### config.mk
export PLATFORM = sky130hd
export DESIGN_NAME = instruction_fetch_unit
export DESIGN_NICKNAME = d
export VERILOG_FILES = /design/src/rtl/instruction_fetch_unit.sv
export SDC_FILE = /design/constraint.sdc
export NUM_CORES = 1
export LEC_CHECK = 0
export BUFFER_PORTS_ARGS = -buffer_cell sky130_fd_sc_hd__buf_4
export CORE_ASPECT_RATIO = 0.7
export CORE_UTILIZATION = 30
export CTS_CLUSTER_DIAMETER = 60
export CTS_CLUSTER_SIZE = 14
export DETAILED_ROUTE_END_ITERATION = 8
export GPL_TIMING_DRIVEN = 0
export PLACE_DENSITY = 0.54
export SLEW_MARGIN = 0
export SYNTH_ARGS = -nofsm -noshare
export SYNTH_HDL_FRONTEND = slang
export SYNTH_SLANG_ARGS = --single-unit
### constraint.sdc
create_clock -name CLK -period 5.45 [get_ports CLK]
set_clock_uncertainty 0.1 [all_clocks]
set_input_delay 0.8175 -clock CLK [delete_from_list [all_inputs] [get_ports CLK]]
set_output_delay 0.8175 -clock CLK [all_outputs]
set_load 0.05 [all_outputs]
### src/rtl/instruction_fetch_unit.sv
// instruction_fetch_unit: fetches the word at the PC and hands it to the decoder, then strobes the PC to advance
module instruction_fetch_unit #(
  parameter int ADDR_WIDTH = 64,
  parameter int INST_WIDTH = 32,
  parameter int TIMEOUT    = 16
) (
  input  logic                  CLK,
  input  logic                  RST,
  input  logic [ADDR_WIDTH-1:0] pc_addr,
  output logic                  pc_load,
  output logic                  mem_req,
  output logic [ADDR_WIDTH-1:0] mem_addr,
  input  logic                  mem_ack,
  input  logic [INST_WIDTH-1:0] mem_rdata,
  output logic [INST_WIDTH-1:0] inst,
  output logic                  inst_valid,
  input  logic                  inst_ready,
  output logic                  fault,
  output logic [1:0]            fault_code,
  output logic [31:0]           fetch_count
);
  typedef enum logic [2:0] {IDLE, REQ, HOLD, STEP, FAULT} state_t;
  state_t                r_state, w_next;
  logic                  r_pc_load, r_mem_req, r_inst_valid, r_fault;
  logic [ADDR_WIDTH-1:0] r_mem_addr, w_mem_addr;
  logic [INST_WIDTH-1:0] r_inst, w_inst;
  logic [1:0]            r_code, w_code;
  logic [31:0]           r_fc, w_fc;
  logic [7:0]            r_cnt, w_cnt;
  logic                  w_cap, w_mis, w_to;
  // state register
  always_ff @(posedge CLK or posedge RST)
    if (RST) r_state <= IDLE;
    else     r_state <= w_next;
  // next state: IDLE and STEP both launch a fetch of the current PC; ack beats timeout
  always_comb begin
    w_cap  = r_state == IDLE || r_state == STEP;
    w_mis  = |pc_addr[1:0];
    w_to   = r_cnt == 8'(TIMEOUT - 1);
    w_next = w_cap              ? (w_mis ? FAULT : REQ) :
             r_state == REQ     ? (mem_ack ? HOLD : w_to ? FAULT : REQ) :
             r_state == HOLD    ? (inst_ready ? STEP : HOLD) : FAULT;
  end
  // next values of the datapath registers; FAULT freezes everything
  always_comb begin
    w_mem_addr = w_cap ? pc_addr : r_mem_addr;
    w_cnt      = w_cap ? 8'd0 : (r_state == REQ && !mem_ack) ? r_cnt + 8'd1 : r_cnt;
    w_inst     = (r_state == REQ && mem_ack) ? mem_rdata : r_inst;
    w_fc       = (r_state == HOLD && inst_ready) ? r_fc + 32'd1 : r_fc;
    w_code     = (w_next == FAULT && r_state != FAULT) ? (w_cap ? 2'b01 : 2'b10) : r_code;
  end
  // registered outputs follow the state being entered
  always_ff @(posedge CLK or posedge RST)
    if (RST) begin
      r_pc_load    <= 1'b0;
      r_mem_req    <= 1'b0;
      r_inst_valid <= 1'b0;
      r_fault      <= 1'b0;
      r_mem_addr   <= '0;
      r_inst       <= '0;
      r_code       <= 2'b00;
      r_fc         <= 32'd0;
      r_cnt        <= 8'd0;
    end else begin
      r_pc_load    <= w_next == STEP;
      r_mem_req    <= w_next == REQ;
      r_inst_valid <= w_next == HOLD;
      r_fault      <= w_next == FAULT;
      r_mem_addr   <= w_mem_addr;
      r_inst       <= w_inst;
      r_code       <= w_code;
      r_fc         <= w_fc;
      r_cnt        <= w_cnt;
    end
  assign pc_load     = r_pc_load;
  assign mem_req     = r_mem_req;
  assign mem_addr    = r_mem_addr;
  assign inst        = r_inst;
  assign inst_valid  = r_inst_valid;
  assign fault       = r_fault;
  assign fault_code  = r_code;
  assign fetch_count = r_fc;
endmodule
# Word level (Yosys, flattened, before mapping)

Cells that the tools add are included.

Add/subtract/negate cells: 2
Equal/unequal tests: 9
Multiplexer cells: 10
Reduce and logical (&&, ||, !) cells: 9

Operators with widths:

| kind                                                                  | number |
|---|---|
| 32-bit by 1-bit adder with 32-bit output, second input constant       | 1 |
| 3-bit two-way mux                                                     | 6 |
| 8-bit two-way mux                                                     | 2 |
| 3-bit by 2-bit equality test with 1-bit output, second input constant | 4 |
| 8-bit by 1-bit adder with 8-bit output, second input constant         | 1 |
| 8-bit by 4-bit equality test with 1-bit output, second input constant | 1 |
| 3-bit by 1-bit equality test with 1-bit output, second input constant | 2 |
| 1-bit logical AND                                                     | 4 |
| 3-bit equality test, second input constant                            | 1 |
| 3-bit logical NOT                                                     | 1 |
| 3-bit != test, second input constant                                  | 1 |
| 2-bit two-way mux                                                     | 1 |
| 2-bit nonzero test                                                    | 1 |
| 2-bit OR reduction                                                    | 1 |
| 1-bit logical NOT                                                     | 1 |
| 1-bit logical OR                                                      | 1 |
| 1-bit two-way mux                                                     | 1 |

Register bits after elaboration: 145
Input bits: 100
Output and inout bits: 134
Word-level logic and storage cells: 40

# Depth between registers and ports, before layout

Depth after elaboration: 7
Gate-level depth with buffers: 7
Mapped depth without buffers: 6

# Worst setup path before layout

OpenSTA, ideal clock, no wires.

Path type: input to register
Start point: input inst_ready
End point: register r_fc[25], in the netlist fetch_count[25]
Data arrival time: 1876 ps
Setup slack: 3332 ps
Stages: 6
Path through: nand4bb_4 -> clkinv_2 -> nand3_4 -> nor4_4 -> nand4_1 -> xnor2_1

Longest elaborated chain between the ends: 1

RTL lines:

| what                 | line | text |
|---|---|---|
| from (decl)          | 17   | `input logic inst_ready,` |
| 1-bit logical AND    | 49   | `w_fc = (r_state == HOLD && inst_ready) ? r_fc + 32'd1 : r_fc;` |
| to (signal assigned) | 72   | `r_fc <= w_fc;` |
| to (decl)            | 28   | `logic [31:0] r_fc, w_fc;` |

Every way passes these cells.
A chain may end at the register's enable or synchronous reset.

# Final worst setup path

Start point: register r_fc[2], in the netlist fetch_count[2]
End point: output fetch_count[2]

RTL lines:

| what      | line | text |
|---|---|---|
| to (decl) | 20   | `output logic [31:0] fetch_count` |

No word-level cell between the ends.

==> reports/qor.yml <==
sta:
  period_needed_ns: 2.11
  tightest_slew_ns: 0.565
  rsz0062_at_grt: "false"
  finalHoldViolCount: 0
  period_share: 0.388
  slew-limit-headroom: 0.623
  fmax_mhz: 473
  tns_ns: 0
  finalMaxSlewViolations: 0
  setup_violations: 0
synthesis:
  ys_seq_area_frac: 0.626
  synth_ff_type: "dfrtp_1"
  ys_types: 36
  yosys_warnings: 0
  synthesis.area_sq_um: 5800
  ys_ff_latch: 145
  syn_inst: 397
  synthesis.nets: 499
  ys_async_sr_fraction: 1.00
  synth_edf_count: 0
  syn_area_per_cell_sq_um: 14.6
detailed_routing:
  num_vias: 4116
  drc: 0
  ant_nets: 0
  first_pass_iters: 4
  wl_per_cell_um: 15.0
  wl_mm: 13.6
  viasPerCell: 4.55
  dr.first_iter.drc_count: 189
finish:
  antenna_cells: 0
  most-common-layout-cells: "buf_4, dfrtp_1, mux2_2, xnor2_1"
  final_common_cell: "buf_4"
  nets: 752
  post-route-util: 0.447
  drive_gt1_frac: 0.578
  fillers: 1758
  area_growth_pct: 45.8
run:
  drv_cap: 0
floorplan:
  core_area_sq_um: 18900
  dieHeight_um: 118
  start_util: 0.307
  io_pins: 234
  die_w_um: 168
  fp.dieArea_sq_um: 19900
  num_rows: 42
critical_path:
  crit_start: "fetch_count[2]$_DFFE_PP0P_"
  cp_data_required_time_ns: 4.53
  path_buf_inv: 1
  reg2reg_setup_slack_ns: 3.36
  r2r_end: "fetch_count[19]$_DFFE_PP0P_"
  rr_startpoint: "r_state[2]$_DFF_PP0_"
  critPathSlowestCell: "dfrtp_1"
  worst_path_largest_cell_delay_ns: 0.52
  endpoint_kind: "primary output"
  worst_setup_path_start_kind: "flop"
  critPathArrivalTime_ns: 1.20
  cp_max_fo: 7
  cpLargestDelayFamily: "flip-flops"
  crit_type: "reg -> out"
  worstPathCellList: "buf_4"
  rr_worst_depth: 7
global_route:
  grt_pass1_vias: 4300
  overflow: 0
  grt_start_max_net_pins: 87
  grt_pass1_wl_mm: 22.3
  grt_usage: 0.142
  antenna_found_initial: 0
min_path:
  hold_path.class: "in -> async"
clock_network:
  clk_pin_slew_ns: 0.07
  cts_buffer_depth: 2
  worstSkewPairLatency_ns: 0.42
  cts_hold_buf: 0
  htree_levels: 4
  cts_buffers: 17
  cts_setup_buffers: 0
  root_buffer: "clkbuf_16"
  cts_tree: "done"
  cts_resized: 0
  clock-sinks: 145
placement:
  gp_congestion: 0.771
  dp_hpwl_mm: 9.91
  portBuffers: 233
status:
  outcome: "finished, final reports clean"
power:
  leakage_nw: 4.16
  power_density_nw_per_um2: 458
  max-vdd-ir-drop_uv: 290
  power_mw: 3.88
## layer usage
layer | track usage | wire, um
met1 | 0.185 | 6120
met2 | 0.213 | 6070
met3 | 0.0610 | 1170
met4 | 0.0438 | 200
met5 | 0 | 0
## cells in the mapped netlist, drive strengths merged (3+ instances only)
cell | number | area, sq um
a21oi | 3 | 15.0
and3 | 4 | 25.0
and4 | 7 | 61.3
buf | 12 | 66.3
dfrtp | 145 | 3630
inv | 3 | 11.3
mux2 | 96 | 1080
nand2 | 17 | 63.8
nand2b | 3 | 18.8
nand3 | 13 | 77.6
nand4 | 13 | 81.3
nor2 | 16 | 60.1
nor4 | 5 | 73.8
xnor2 | 24 | 210
xor2 | 15 | 131
## area by class of cell
cell class / count / area (sq um) / area share
inverters: 4 / 21.3 / 0.00252
well taps: 242 / 303 / 0.0358
flip-flops and latches: 145 / 3630 / 0.429
clock buffers: 19 / 433 / 0.0512
clock inverters: 13 / 138 / 0.0163
plain buffers: 14 / 73.8 / 0.00873
repair buffers: 234 / 1780 / 0.210
multi-input cells: 234 / 2080 / 0.246
## kinds of logic after synthesis
group           share of synthesized area
flops                               0.626
mux                                 0.188
simple gates                       0.0977
xor+xnor                           0.0589
buf+inv                            0.0155
compound gates                    0.00992
fa+ha+maj                         0.00431
## metrics by stage
| stage | instances | setup WS (ns) | instance area (sq um) | hold slack (ns) |
|---|---|---|---|---|
| 6_report | 905 | 3.34 | 8460 | 0.371 |
| 5_1_grt | 905 | 3.18 | 8460 | 0.387 |
| 4_1_cts | 905 | 3.32 | 8460 | 0.381 |
| 3_5_place_dp | 873 | 3.04 | 7890 | 0.366 |
| 3_3_place_gp | 872 | -1.02 | 7850 | 0.369 |
| 2_1_floorplan | 397 | 0.638 | 5800 | 0.405 |
## power by group
| group | internal [mW] | total (mW) | switching (mW) |
|---|---|---|---|
| Clock | 0.673 | 1.14 | 0.464 |
| Combinational | 0.442 | 1.35 | 0.907 |
| Sequential | 1.28 | 1.39 | 0.110 |
## sequential cells by signal (all words and copies together) (netlist names)
name / flops
fault: 1
fault_code: 2
fetch_count: 32
inst: 32
inst_valid: 1
mem_addr: 64
mem_req: 1
pc_load: 1
r_cnt: 8
r_state: 3
## how the worst max path moves through the flow
stage,cells after the start,slack [ns],end
global route,6,3.18,fetch_count[26]$_DFFE_PP0P_
CTS,1,3.32,fetch_count[2]
global placement,2,-1.02,mem_addr[51]$_DFFE_PP0N_
finish,1,3.34,fetch_count[2]
detailed placement,7,3.04,fetch_count[19]$_DFFE_PP0P_
floorplan,1,0.64,fault$_DFF_PP0_
(Power assumes the default switching activity.)
